## config.mk

```make
export PLATFORM = sky130hd
export DESIGN_NAME = uart_io
export DESIGN_NICKNAME = d
export VERILOG_FILES = /design/src/rtl/uart_io.sv
export SDC_FILE = /design/constraint.sdc
export NUM_CORES = 1
export LEC_CHECK = 0
export ABC_AREA = 1
export CAP_MARGIN = 0
export CORE_ASPECT_RATIO = 2
export CORE_UTILIZATION = 40
export DETAILED_ROUTE_END_ITERATION = 8
export RECOVER_POWER = 25
export SLEW_MARGIN = 20
export SYNTH_ARGS = -nofsm -noshare
export SYNTH_HDL_FRONTEND = slang
export SYNTH_SLANG_ARGS = --single-unit
export TNS_END_PERCENT = 10
```

## constraint.sdc

```tcl
create_clock -name clk -period 3 [get_ports clk]
set_clock_uncertainty 0.15 [all_clocks]
set_input_delay 0.6 -clock clk [delete_from_list [all_inputs] [get_ports clk]]
set_output_delay 0.6 -clock clk [all_outputs]
set_load 0.03 [all_outputs]
```

## src/rtl/uart_io.sv

```systemverilog
// uart_io: serial unit serving the exec-stage IN/OUT handshake; 8N1 TX, RX FIFO and 32-bit IN word assembly.
// Build option: define UART_PARITY_EN for 8E1 frames (even parity bit between bit 7 and stop).
module uart_io #(
  parameter int CLK_PER_BIT = 868,
  parameter int RX_FIFO_AW  = 4
) (
  input  logic        clk,
  input  logic        rstn,
  input  logic        uart_wenable,
  input  logic [1:0]  uart_wsz,
  input  logic [31:0] uart_wd,
  output logic        uart_wdone,
  input  logic        uart_renable,
  output logic [31:0] uart_rd,
  output logic        uart_rdone,
  input  logic        rxd,
  output logic        txd,
  output logic        tx_busy,
  output logic        rx_overrun
);

  localparam int CW    = $clog2(CLK_PER_BIT);
  localparam int DEPTH = 1 << RX_FIFO_AW;

  localparam logic [CW-1:0]         BIT_LAST  = CW'(CLK_PER_BIT - 1);
  localparam logic [CW-1:0]         HALF_LAST = CW'(CLK_PER_BIT / 2 - 1);
  localparam logic [CW-1:0]         CNT_ONE   = CW'(1);
  localparam logic [RX_FIFO_AW:0]   PTR_ONE   = (RX_FIFO_AW + 1)'(1);

  localparam logic [2:0] TX_IDLE  = 3'd0;
  localparam logic [2:0] TX_START = 3'd1;
  localparam logic [2:0] TX_DATA  = 3'd2;
  localparam logic [2:0] TX_STOP  = 3'd4;
  localparam logic [2:0] TX_DONE  = 3'd5;
`ifdef UART_PARITY_EN
  localparam logic [2:0] TX_PAR   = 3'd3;
`endif

  localparam logic [2:0] RX_IDLE  = 3'd0;
  localparam logic [2:0] RX_START = 3'd1;
  localparam logic [2:0] RX_DATA  = 3'd2;
  localparam logic [2:0] RX_STOP  = 3'd4;
`ifdef UART_PARITY_EN
  localparam logic [2:0] RX_PAR   = 3'd3;
`endif

  localparam logic [0:0] IN_IDLE    = 1'b0;
  localparam logic [0:0] IN_COLLECT = 1'b1;

  // ---------------- TX ----------------
  logic [2:0]    r_tx_state;
  logic [CW-1:0] r_tx_cnt;
  logic [2:0]    r_tx_bit;
  logic [1:0]    r_tx_idx;
  logic [31:0]   r_tx_word;
  logic [7:0]    r_tx_sh;
  logic          r_txd;
  logic          r_tx_busy;
  logic          r_wdone;
  logic [7:0]    w_tx_byte;
  logic          w_tx_bit_end;

  always_comb begin
    w_tx_byte = r_tx_word[7:0];
    case (r_tx_idx)
      2'd3:    w_tx_byte = r_tx_word[31:24];
      2'd2:    w_tx_byte = r_tx_word[23:16];
      2'd1:    w_tx_byte = r_tx_word[15:8];
      default: w_tx_byte = r_tx_word[7:0];
    endcase
  end

  assign w_tx_bit_end = (r_tx_cnt == BIT_LAST);

  always_ff @(posedge clk) begin
    if (!rstn) begin
      r_tx_state <= TX_IDLE;
      r_tx_cnt   <= '0;
      r_tx_bit   <= '0;
      r_tx_idx   <= '0;
      r_txd      <= 1'b1;
      r_tx_busy  <= 1'b0;
      r_wdone    <= 1'b0;
    end else begin
      r_wdone <= 1'b0;
      if (r_tx_state != TX_IDLE && r_tx_state != TX_DONE)
        r_tx_cnt <= w_tx_bit_end ? '0 : r_tx_cnt + CNT_ONE;
      case (r_tx_state)
        TX_IDLE: begin
          if (uart_wenable) begin
            r_tx_word  <= uart_wd;
            r_tx_idx   <= uart_wsz;
            r_txd      <= 1'b0;
            r_tx_busy  <= 1'b1;
            r_tx_state <= TX_START;
          end
        end
        TX_START: begin
          if (w_tx_bit_end) begin
            r_tx_sh    <= w_tx_byte;
            r_tx_bit   <= '0;
            r_txd      <= w_tx_byte[0];
            r_tx_state <= TX_DATA;
          end
        end
        TX_DATA: begin
          if (w_tx_bit_end) begin
            if (r_tx_bit == 3'd7) begin
`ifdef UART_PARITY_EN
              r_txd      <= ^w_tx_byte;
              r_tx_state <= TX_PAR;
`else
              r_txd      <= 1'b1;
              r_tx_state <= TX_STOP;
`endif
            end else begin
              r_tx_bit <= r_tx_bit + 3'd1;
              r_tx_sh  <= {1'b0, r_tx_sh[7:1]};
              r_txd    <= r_tx_sh[1];
            end
          end
        end
`ifdef UART_PARITY_EN
        TX_PAR: begin
          if (w_tx_bit_end) begin
            r_txd      <= 1'b1;
            r_tx_state <= TX_STOP;
          end
        end
`endif
        TX_STOP: begin
          if (w_tx_bit_end) begin
            // Next byte starts straight after the stop bit; byte 0 is the last one out.
            if (r_tx_idx == 2'd0) begin
              r_wdone    <= 1'b1;
              r_tx_state <= TX_DONE;
            end else begin
              r_tx_idx   <= r_tx_idx - 2'd1;
              r_txd      <= 1'b0;
              r_tx_state <= TX_START;
            end
          end
        end
        TX_DONE: begin
          r_tx_busy  <= 1'b0;
          r_tx_state <= TX_IDLE;
        end
        default: r_tx_state <= TX_IDLE;
      endcase
    end
  end

  // ---------------- RX ----------------
  logic          r_rx_s1, r_rx_s2, r_rx_prev;
  logic [2:0]    r_rx_state;
  logic [CW-1:0] r_rx_cnt;
  logic [2:0]    r_rx_bit;
  logic [7:0]    r_rx_sh;
  logic          r_rx_push;
  logic          w_rx_sample;
`ifdef UART_PARITY_EN
  logic          r_rx_perr;
`endif

  always_ff @(posedge clk) begin
    if (!rstn) begin
      r_rx_s1   <= 1'b1;
      r_rx_s2   <= 1'b1;
      r_rx_prev <= 1'b1;
    end else begin
      r_rx_s1   <= rxd;
      r_rx_s2   <= r_rx_s1;
      r_rx_prev <= r_rx_s2;
    end
  end

  // Start bit is sampled half a bit in; every later sample is one full bit apart.
  assign w_rx_sample = (r_rx_state == RX_START) ? (r_rx_cnt == HALF_LAST) : (r_rx_cnt == BIT_LAST);

  always_ff @(posedge clk) begin
    if (!rstn) begin
      r_rx_state <= RX_IDLE;
      r_rx_cnt   <= '0;
      r_rx_bit   <= '0;
      r_rx_push  <= 1'b0;
`ifdef UART_PARITY_EN
      r_rx_perr  <= 1'b0;
`endif
    end else begin
      r_rx_push <= 1'b0;
      if (r_rx_state != RX_IDLE)
        r_rx_cnt <= w_rx_sample ? '0 : r_rx_cnt + CNT_ONE;
      case (r_rx_state)
        RX_IDLE: begin
          if (r_rx_prev && !r_rx_s2)
            r_rx_state <= RX_START;
        end
        RX_START: begin
          if (w_rx_sample) begin
            if (r_rx_s2) begin
              r_rx_state <= RX_IDLE;
            end else begin
              r_rx_bit   <= '0;
              r_rx_state <= RX_DATA;
            end
          end
        end
        RX_DATA: begin
          if (w_rx_sample) begin
            r_rx_sh <= {r_rx_s2, r_rx_sh[7:1]};
            if (r_rx_bit == 3'd7) begin
`ifdef UART_PARITY_EN
              r_rx_state <= RX_PAR;
`else
              r_rx_state <= RX_STOP;
`endif
            end else begin
              r_rx_bit <= r_rx_bit + 3'd1;
            end
          end
        end
`ifdef UART_PARITY_EN
        RX_PAR: begin
          if (w_rx_sample) begin
            r_rx_perr  <= r_rx_s2 ^ (^r_rx_sh);
            r_rx_state <= RX_STOP;
          end
        end
`endif
        RX_STOP: begin
          if (w_rx_sample) begin
`ifdef UART_PARITY_EN
            r_rx_push  <= r_rx_s2 & ~r_rx_perr;
            r_rx_perr  <= 1'b0;
`else
            r_rx_push  <= r_rx_s2;
`endif
            r_rx_state <= RX_IDLE;
          end
        end
        default: r_rx_state <= RX_IDLE;
      endcase
    end
  end

  // ---------------- RX FIFO ----------------
  logic [7:0]          r_fifo_mem [DEPTH];
  logic [RX_FIFO_AW:0] r_wptr, r_rptr;
  logic                r_overrun;
  logic                w_empty, w_full, w_pop, w_wr;
  logic [7:0]          w_fifo_rd;

  assign w_empty   = (r_wptr == r_rptr);
  assign w_full    = (r_wptr[RX_FIFO_AW] != r_rptr[RX_FIFO_AW]) &&
                     (r_wptr[RX_FIFO_AW-1:0] == r_rptr[RX_FIFO_AW-1:0]);
  // A simultaneous pop frees the slot, so a push into a full FIFO still lands.
  assign w_wr      = r_rx_push && (!w_full || w_pop);
  assign w_fifo_rd = r_fifo_mem[r_rptr[RX_FIFO_AW-1:0]];

  always_ff @(posedge clk) begin
    if (w_wr)
      r_fifo_mem[r_wptr[RX_FIFO_AW-1:0]] <= r_rx_sh;
  end

  always_ff @(posedge clk) begin
    if (!rstn) begin
      r_wptr    <= '0;
      r_rptr    <= '0;
      r_overrun <= 1'b0;
    end else begin
      if (w_wr)
        r_wptr <= r_wptr + PTR_ONE;
      if (w_pop)
        r_rptr <= r_rptr + PTR_ONE;
      if (r_rx_push && w_full && !w_pop)
        r_overrun <= 1'b1;
    end
  end

  // ---------------- IN word assembly ----------------
  logic [0:0]  r_in_state;
  logic [1:0]  r_in_cnt;
  logic [31:0] r_in_sh;
  logic [31:0] r_rd;
  logic        r_rdone;

  assign w_pop = (r_in_state == IN_COLLECT) && !w_empty;

  always_ff @(posedge clk) begin
    if (!rstn) begin
      r_in_state <= IN_IDLE;
      r_in_cnt   <= '0;
      r_rd       <= '0;
      r_rdone    <= 1'b0;
    end else begin
      r_rdone <= 1'b0;
      case (r_in_state)
        IN_IDLE: begin
          if (uart_renable) begin
            r_in_sh    <= '0;
            r_in_cnt   <= '0;
            r_in_state <= IN_COLLECT;
          end
        end
        IN_COLLECT: begin
          if (w_pop) begin
            r_in_sh  <= {r_in_sh[23:0], w_fifo_rd};
            r_in_cnt <= r_in_cnt + 2'd1;
            if (r_in_cnt == 2'd3) begin
              r_rd       <= {r_in_sh[23:0], w_fifo_rd};
              r_rdone    <= 1'b1;
              r_in_state <= IN_IDLE;
            end
          end
        end
        default: r_in_state <= IN_IDLE;
      endcase
    end
  end

  assign txd        = r_txd;
  assign tx_busy    = r_tx_busy;
  assign uart_wdone = r_wdone;
  assign uart_rd    = r_rd;
  assign uart_rdone = r_rdone;
  assign rx_overrun = r_overrun;

endmodule

```

==> flow_summary.yaml, run 1 <==
worst_setup_path:
  r2r_end: "r_fifo_mem[12][3]$_DFFE_PP_"
  crit_fanout: 2
  cp_data_required_time_ns: 2.25
  crit_type: "flop to primary output"
  r2r_start: "r_wptr[0]$_SDFFE_PN0P_"
  cp_slowest_cell: "clkdlybuf4s50_1"
  critPathTopFamily: "buffers and inverters"
  worstPathArrival_ns: 1.62
  cpPeakStageDelay_ns: 0.70
  endpoint_kind: "primary output"
  crit_chain: "clkdlybuf4s50_1"
  start_kind: "flop"
  critical_path_buf_inv_count: 1
  reg2reg_depth: 7
  reg2reg_slack_ns: 0.79
power:
  power.static_leakage_nw: 5.13
  p_total_w: 0.00889
  peakVddDrop_v: 0.000536
  power_density_nw_per_um2: 631
floorplan:
  rows: 89
  core_um2: 29700
  die-area_um2: 31100
  die_height_um: 248
  start_util_pct: 40.9
  ios: 76
  die_width_um: 125
logic_synthesis:
  synth_top_flop_cell: "edfxtp_1"
  async_reset_ff_share_pct: 0
  synth.distinct_cells: 43
  synthCells: 1175
  yosysTopAreaCell: "edfxtp_1"
  synth_edf_count: 199
  syn_area_um2: 12200
  synthesis.nets: 1230
  synth.area.top_cells: "edfxtp_1 (49%), dfxtp_1 (15%), nand2_1 (6.4%), nand3_1 (4.4%), inv_1 (4.2%)"
  ys_seq_area_share_pct: 64.3
  synth_top_area_share_pct: 49.2
  synth-seq-cells: 291
  synth.avg_cell_area_um2: 10.3
  yosysWarnings: 0
global_routing:
  antenna_found_initial: 0
  overflow: 0
  grt_pass1_vias: 8399
  grtUsageTotal_pct: 18.3
  grt_max_degree: 78
  grt_pass1_wl_um: 43900
drt:
  firstDrtPassIters: 4
  drc: 0
  vias: 8253
  drtIter0Drc: 393
  via_per_inst: 5.04
  wirelength_um: 28000
  ant_nets: 0
  avgRoutedWirePerCell_um: 17.1
place:
  dpl.cell_count: 1593
  io_buffer_count: 75
  placed_area_um2: 13300
  dp_hpwl_um: 19900
  gp_congestion: 0.832
cells_and_area:
  antenna_cells: 0
  nNetsFinal: 1310
  area_growth_pct: 16.0
  fin_cells: 1636
  postLayoutCoreUtil_pct: 47.4
  final_area_um2: 14100
  drive_gt1_share_pct: 7.94
cts:
  postCtsSetupBuffers: 0
  cts.sinks: 291
  clock_path_buffers: 3
  clk_pin_slew_worst_paths_ns: 0.07
  clockRootBuffer: "clkbuf_16"
  cts_resized: 0
  clock_latency_ns: 0.53
  cts_tree: "yes"
  numCtsBuffers: 24
  h-tree-depth: 1
  ctsHoldBuffers: 0
min_path:
  min_path_cells: 1
  hold_class: "flop to flop"
  worstHoldEndpoint: "r_rx_s2$_SDFF_PN1_"
  min_from: "r_rx_s1$_SDFF_PN1_"
flow_run:
  maxCapViolations: 0
sta:
  fin_setup_tns_ns: 0
  slew_headroom_pct: 48.1
  min_period_ns: 2.37
  rsz0062_at_grt: "no"
  fmax_mhz: 421
  setup_viol: 0
  slew_violations: 0
  worst_slew_pin_slew_ns: 0.779
  post-route-period-util_pct: 79.1
  hold_viol: 0
status:
  status: "complete, no violations"
## placed cells by master (no fill, tap or decap), types with 2 or more instances in the layout
cell,instances
a211oi_1,2
dlygate4sd3_1,32
o21ai_0,66
nor3_1,20
nor2_2,8
clkinv_2,5
edfxtp_1,199
nand3_2,3
nand4_1,6
o211ai_1,32
inv_1,137
or2_2,2
a22oi_1,2
inv_2,3
xor2_1,9
clkbuf_1,4
clkbuf_16,25
bufinv_16,2
o21ai_2,2
nand3_1,107
nor2_4,2
a31oi_1,4
nand2_2,4
nand3_4,2
ha_1,16
clkinv_1,4
xnor2_1,4
nor3b_1,4
clkdlybuf4s50_1,43
clkinvlp_4,2
nor2_1,81
nand2_1,208
dfxtp_1,90
a21oi_1,97
buf_4,29
## worst max path at each step
stage	startpoint	endpoint	slack, ns	cells past startpoint
after floorplan	rstn	r_in_sh[0]$_SDFFCE_PN0P_	0.12	4
after global placement	rstn	r_rx_sh[4]$_DFFE_PP_	0.57	4
after detailed placement	rstn	r_rx_sh[3]$_DFFE_PP_	0.47	4
after CTS	uart_rd[4]$_SDFFE_PN0P_	uart_rd[4]	0.58	1
after global routing	uart_rd[3]$_SDFFE_PN0P_	uart_rd[3]	0.58	1
final	uart_rd[4]$_SDFFE_PN0P_	uart_rd[4]	0.63	1
## synth_stat cells, types with 2 or more instances
master    number
a211oi_1       2
nand4_1        6
a31oi_1        4
buf_2         16
edfxtp_1     199
or2_2          2
ha_1          16
nand2_1      208
nand3_2        3
nor3_1        20
buf_1          2
nor3b_1        4
nand3_1      107
xor2_1         9
a22oi_1        2
clkbuf_1      24
xnor2_1        4
nand3_4        2
o21ai_2        2
buf_6          8
o211ai_1      32
inv_1        137
o21ai_0       66
nor2_2         6
nor2_4         2
nand2_2        4
nor2_1        83
inv_2          3
a21oi_1       97
dfxtp_1       92
## final cells by class
cell class | count | area, um2
inverter | 142 | 538
clock buffer | 29 | 651
clock inverter | 14 | 126
sequential | 291 | 7820
tap | 364 | 455
multi-input combinational | 690 | 3500
fill | 2681 | 15600
timing repair buffer | 106 | 992
## stage by stage
step	hold WS [ns]	setup slack, ns
global route	0.279	0.577
global placement	0.249	0.574
finish	0.268	0.627
CTS	0.271	0.576
detailed placement	0.255	0.475
floorplan	0.243	0.123
## flip-flops by register name, summed over array words and instances (netlist names), 5 cells and up, named ones only
| register | flops |
|---|---|
| r_fifo_mem | 128 |
| r_tx_word | 32 |
| uart_rd | 32 |
| r_in_sh | 24 |
| r_rx_cnt | 10 |
| r_tx_cnt | 10 |
| r_rx_sh | 8 |
| r_tx_sh | 7 |
| r_rptr | 5 |
| r_wptr | 5 |
## metal layers
metal / global-route usage (%) / share of wire (%) / routed length (um)
met5: 0 / 0 / 0
met4: 8.54 / 3.9 / 1090
met3: 1.87 / 3.2 / 903
met2: 38.2 / 58 / 16400
met1: 17.1 / 34 / 9660
## report_power, final
part	internal, W	switching, W
clock network	0.00172	0.00141
logic	0.000401	0.000815
registers	0.00444	0.0000992
total	0.00657	0.00233
## kinds of logic (layout without fill, tap and decap cells)
kind of cell	after synthesis	after routing	share of synthesized area, %
xor gates and xnor gates	13	13	0.937
AOI/OAI and AO/OA	208	208	9.45
buffers and inverters	194	291	6.86
DFF	291	291	64.3
adders and majority gates	16	16	1.65
and+or+nand+nor	453	453	16.8
(Power assumes the default switching activity.)
==> run 2: changes to the inputs <==
- clock period: 3 -> 1.98 ns (I/O delays scaled with it)
==> flow_summary.yaml, run 2 (synthesis gave the netlist of run 1 again) <==
status:
  status: "complete, no violations"
cts:
  clk_pin_slew_worst_paths_ns: 0.07
  clockRootBuffer: "clkbuf_16"
  h-tree-depth: 1
  cts_tree: "yes"
  clock_latency_ns: 0.54
  ctsHoldBuffers: 0
  clock_path_buffers: 3
  numCtsBuffers: 24
  cts.sinks: 291
sta:
  fmax_mhz: 526
  setup_ws_ns: 0.0778
  post-route-period-util_pct: 96.1
  slew_violations: 0
  setup_viol: 0
  worst_slew_pin_slew_ns: 0.790
  hold_viol: 0
  holdWs_ns: 0.269
  rsz0062_at_grt: "yes"
  min_period_ns: 1.90
  slew_headroom_pct: 47.3
worst_setup_path:
  cp_data_required_time_ns: 1.43
  start_kind: "flop"
  reg2reg_depth: 8
  cpPeakStageDelay_ns: 0.42
  worstPathArrival_ns: 1.36
  critPathTopFamily: "buffers and inverters"
  crit_type: "flop to primary output"
  crit_fanout: 2
  crit_chain: "dlygate4sd2_1"
  endpoint_kind: "primary output"
  critical_path_buf_inv_count: 1
  worstSetupPathDepth: 1
  cp_slowest_cell: "dlygate4sd2_1"
global_routing:
  grt_pass1_wl_um: 44100
  grt_pass1_vias: 8417
  grtUsageTotal_pct: 18.4
  grt_max_degree: 46
  antenna_found_initial: 0
  overflow: 0
min_path:
  hold_class: "flop to flop"
  min_path_cells: 1
drt:
  ant_nets: 0
  drtIter0Drc: 493
  firstDrtPassIters: 6
  vias: 8365
  via_per_inst: 5.01
  drc: 0
  wirelength_um: 27900
  avgRoutedWirePerCell_um: 16.7
floorplan:
  die_height_um: 248
  core_um2: 29700
  die_width_um: 125
  start_util_pct: 40.9
  ios: 76
  rows: 89
  die-area_um2: 31100
place:
  dpl_worst_slack_ns: 0.0253
  dpl.cell_count: 1624
  dp_hpwl_um: 20000
  io_buffer_count: 75
  gp_congestion: 0.808
cells_and_area:
  nNetsFinal: 1341
  area_growth_pct: 18.9
  multi_input_area_um2: 3510
  largest_reg_flops: 128
  seq_area_um2: 7820
  antenna_cells: 0
  final_cell_mix: "nand2_1 (208), edfxtp_1 (199), inv_1 (136)"
  fin_cells: 1668
  drive_gt1_share_pct: 10.3
  postLayoutCoreUtil_pct: 48.6
  fillCellCount: 2702
  final_common_cell: "nand2_1"
flow_run:
  maxCapViolations: 0
power:
  power.static_leakage_nw: 5.51
  power_density_nw_per_um2: 961
  peakVddDrop_v: 0.000797
-- run 2: cell types whose count changed in the layout (fill, tap and decap cells not counted), moves of 2 or more --
cell and delta:
clkbuf_1 +4, nor2_4 +2, clkinv_2 +2, buf_12 +8
inv_6 +2, nor2_2 -3, clkdlybuf4s50_1 -37, bufinv_16 +2
clkinv_1 -4, dlygate4sd2_1 +37, buf_4 +18
-- run 2: area by class of cell --
class,instances,area share [%]
sequential,291,54.1
timing repair buffer,137,8.77
clock inverter,14,1.26
tap,364,3.15
multi-input combinational,690,24.3
clock buffer,30,4.60
inverter,142,3.73
-- run 2: worst paths after layout --
| path | startpoint | endpoint | slack (ns) |
|---|---|---|---|
| setup / recovery | uart_rd[15]$_SDFFE_PN0P_ | uart_rd[15] | 0.08 |
| hold reg to reg | r_rx_s1$_SDFF_PN1_ | r_rx_s2$_SDFF_PN1_ | 0.27 |
| hold / removal | r_rx_s1$_SDFF_PN1_ | r_rx_s2$_SDFF_PN1_ | 0.27 |
| setup reg to reg | r_rptr[1]$_SDFFE_PN0N_ | r_fifo_mem[4][7]$_DFFE_PP_ | 0.12 |
-- run 2: stage by stage --
stage | cell area, um2 | TNS [ns] | power (W)
final | 14400 | 0 | 0.0139
after global routing | 14400 | -0.00484 | 0.0145
after CTS | 14500 | 0 | 0.0140
after detailed placement | 13700 | 0 | 0.00895
after global placement | 13700 | 0 | 0.00891
after floorplan | 12200 | -3.64 | 0.00833
-- run 2: power by group --
part	total (W)	switching [W]	internal, W
registers	0.00687	0.000139	0.00673
logic	0.00191	0.00127	0.000644
clock network	0.00509	0.00217	0.00292
-- run 2: timing repair --
| item | in CTS | in global routing |
|---|---|---|
| endpoints found under the setup margin | 37 | 98 |
| buffers inserted | 0 | 0 |
| resized for setup | 37 | 3 |
-- run 2: per-layer routing --
| metal | GRT usage, % | vias to the layer above | share of wire [%] |
|---|---|---|---|
| met3 | 1.76 | 62 | 2.9 |
| met2 | 37.6 | 154 | 58 |
| li1 | - | 4206 | - |
| met1 | 17.3 | 3943 | 34 |
| met5 | 0 | - | 0 |
| met4 | 10.1 | 0 | 5.0 |
==> run 3: changes to the inputs <==
- clock period: 1.98 -> 1.8 ns (I/O delays scaled with it)
==> flow_summary.yaml, run 3 (synthesis gave the netlist of run 1 again) <==
worst_setup_path:
  start_kind: "flop"
  crit_type: "flop to flop"
  cp_data_required_time_ns: 1.90
  worstPathArrival_ns: 1.92
  reg2reg_slack_ns: -0.02
  endpoint_kind: "flop"
  crit_fanout: 6
cells_and_area:
  final_area_um2: 15000
  area_growth_pct: 23.7
  largest_reg_flops: 128
  nNetsFinal: 1379
  final_cell_mix: "nand2_1 (200), edfxtp_1 (199), inv_1 (132)"
  drive_gt1_share_pct: 19.0
  final_common_cell: "nand2_1"
  antenna_cells: 0
sta:
  worst_slew_pin_slew_ns: 1.03
  rsz0062_at_grt: "yes"
  holdWs_ns: 0.254
  fmax_mhz: 550
  hold_viol: 0
  slew_violations: 0
  min_period_ns: 1.82
  setup_viol: 19
  setup_ws_ns: -0.0177
  post-route-period-util_pct: 101
  slew_headroom_pct: 31.4
global_routing:
  use_met2_pct: 38.4
  overflow: 0
  antenna_found_initial: 1
  grt_pass1_wl_um: 44700
  grtUsageTotal_pct: 18.6
  top_usage_layer: "met2"
  grt_use_met3_pct: 1.91
  use_met1_pct: 16.9
  grt_pass1_vias: 8662
  grt_max_degree: 35
flow_run:
  maxCapViolations: 0
drt:
  drtIter0Drc: 439
  firstDrtPassIters: 7
  drc: 0
  ant_nets: 0
  via_per_inst: 5.01
  wirelength_um: 29000
  avgRoutedWirePerCell_um: 17.0
  vias: 8546
power:
  intPower_w: 0.0111
  power.static_leakage_nw: 5.60
  switching_share_pct: 26.1
  p_clk_share_pct: 35.0
  p_comb_share_pct: 14.7
  power_density_nw_per_um2: 1000
  peakVddDrop_v: 0.000930
  p_switching_w: 0.00393
  seq_power_share_pct: 50.3
  p_total_w: 0.0151
floorplan:
  die-area_um2: 31100
  die_width_um: 125
  start_util_pct: 40.9
  rows: 89
  core_um2: 29700
  die_height_um: 248
  ios: 76
min_path:
  hold_class: "input port to flop"
place:
  dp_hpwl_um: 20800
  placed_area_um2: 13900
  gp_congestion: 0.840
  io_buffer_count: 75
cts:
  clockRootBuffer: "clkbuf_16"
  h-tree-depth: 1
  clock_path_buffers: 3
  cts.sinks: 291
  clock_latency_ns: 0.53
  clk_pin_slew_worst_paths_ns: 0.07
  numCtsBuffers: 25
  cts_tree: "yes"
status:
  violations: "negative setup slack"
  status: "finished, violations left"
## run 3: cell count changes in the layout (fill, tap and decap cells not counted), moves of 10 or more
cell,before,now
dlygate4sd2_1,37,3
buf_4,47,74
clkdlybuf4s15_1,0,17
dfxtp_1,90,73
dfxtp_2,1,18
nand3_1,107,93
nand3_2,3,16
clkdlybuf4s15_2,0,12
a21oi_1,97,87
a21oi_2,0,10
nor2_1,82,72
## run 3: per-layer routing
layer | vias to the layer above | wire length, um
met5 | - | 14
met4 | 2 | 1390
met3 | 68 | 786
met2 | 170 | 17100
met1 | 4031 | 9700
li1 | 4275 | -
## run 3: critical path: stages, from the launching register on
cell	delay, ns
dfxtp_2	0.33
xor2_1	0.15
nor2_1	0.08
buf_4	0.14
nand3_4	0.11
nand2_8	0.07
clkinv_8	0.07
nor2_8	0.04
nor2_4	0.19
clkbuf_16	0.19
## run 3: path summary, 6_finish.rpt
path,to,cells past startpoint,startpoint
worst min-delay path,r_rx_s1$_SDFF_PN1_,2,rxd
worst max-delay path,r_in_sh[22]$_SDFFCE_PN0P_,9,r_rptr[1]$_SDFFE_PN0N_
worst max register to register,r_in_sh[22]$_SDFFCE_PN0P_,9,r_rptr[1]$_SDFFE_PN0N_
worst min register to register,r_rx_s2$_SDFF_PN1_,1,r_rx_s1$_SDFF_PN1_
## run 3: timing repair
| item | 4_1_cts | 5_1_grt |
|---|---|---|
| endpoints found under the setup margin | 185 | 246 |
| cloned | 0 | 4 |
| pin swaps | 2 | 34 |
| hold buffers | 0 | 0 |
| gates resized for setup | 81 | 99 |
| buffers inserted | 0 | 4 |
## run 3: power by group through the flow
stage	registers [W]	logic (W)	clock network, W
3_5_place_dp	0.00770	0.00218	0
2_1_floorplan	0.00771	0.00146	0
6_report	0.00758	0.00222	0.00527
4_1_cts	0.00756	0.00219	0.00538
5_1_grt	0.00760	0.00252	0.00561
3_3_place_gp	0.00770	0.00216	0
## run 3: cell type report
class	instances	area (um2)
flip-flops and latches	291	7840
inverters	142	554
clock buffers	38	694
multi-input cells	690	3760
well taps	364	455
fillers	2662	14700
clock inverters	7	87.6
repair buffers	174	1640
## run 3: metrics by stage
stage	worst slack [ns]	TNS, ns	std cells	util, %
CTS	-0.0895	-1.44	1698	49.4
global placement	-0.142	-11.91	1653	46.7
detailed placement	-0.174	-13.47	1653	46.7
floorplan	-0.178	-22.31	1175	-
global route	-0.0967	-3.42	1706	50.6
finish	-0.0177	-0.211	1706	50.6
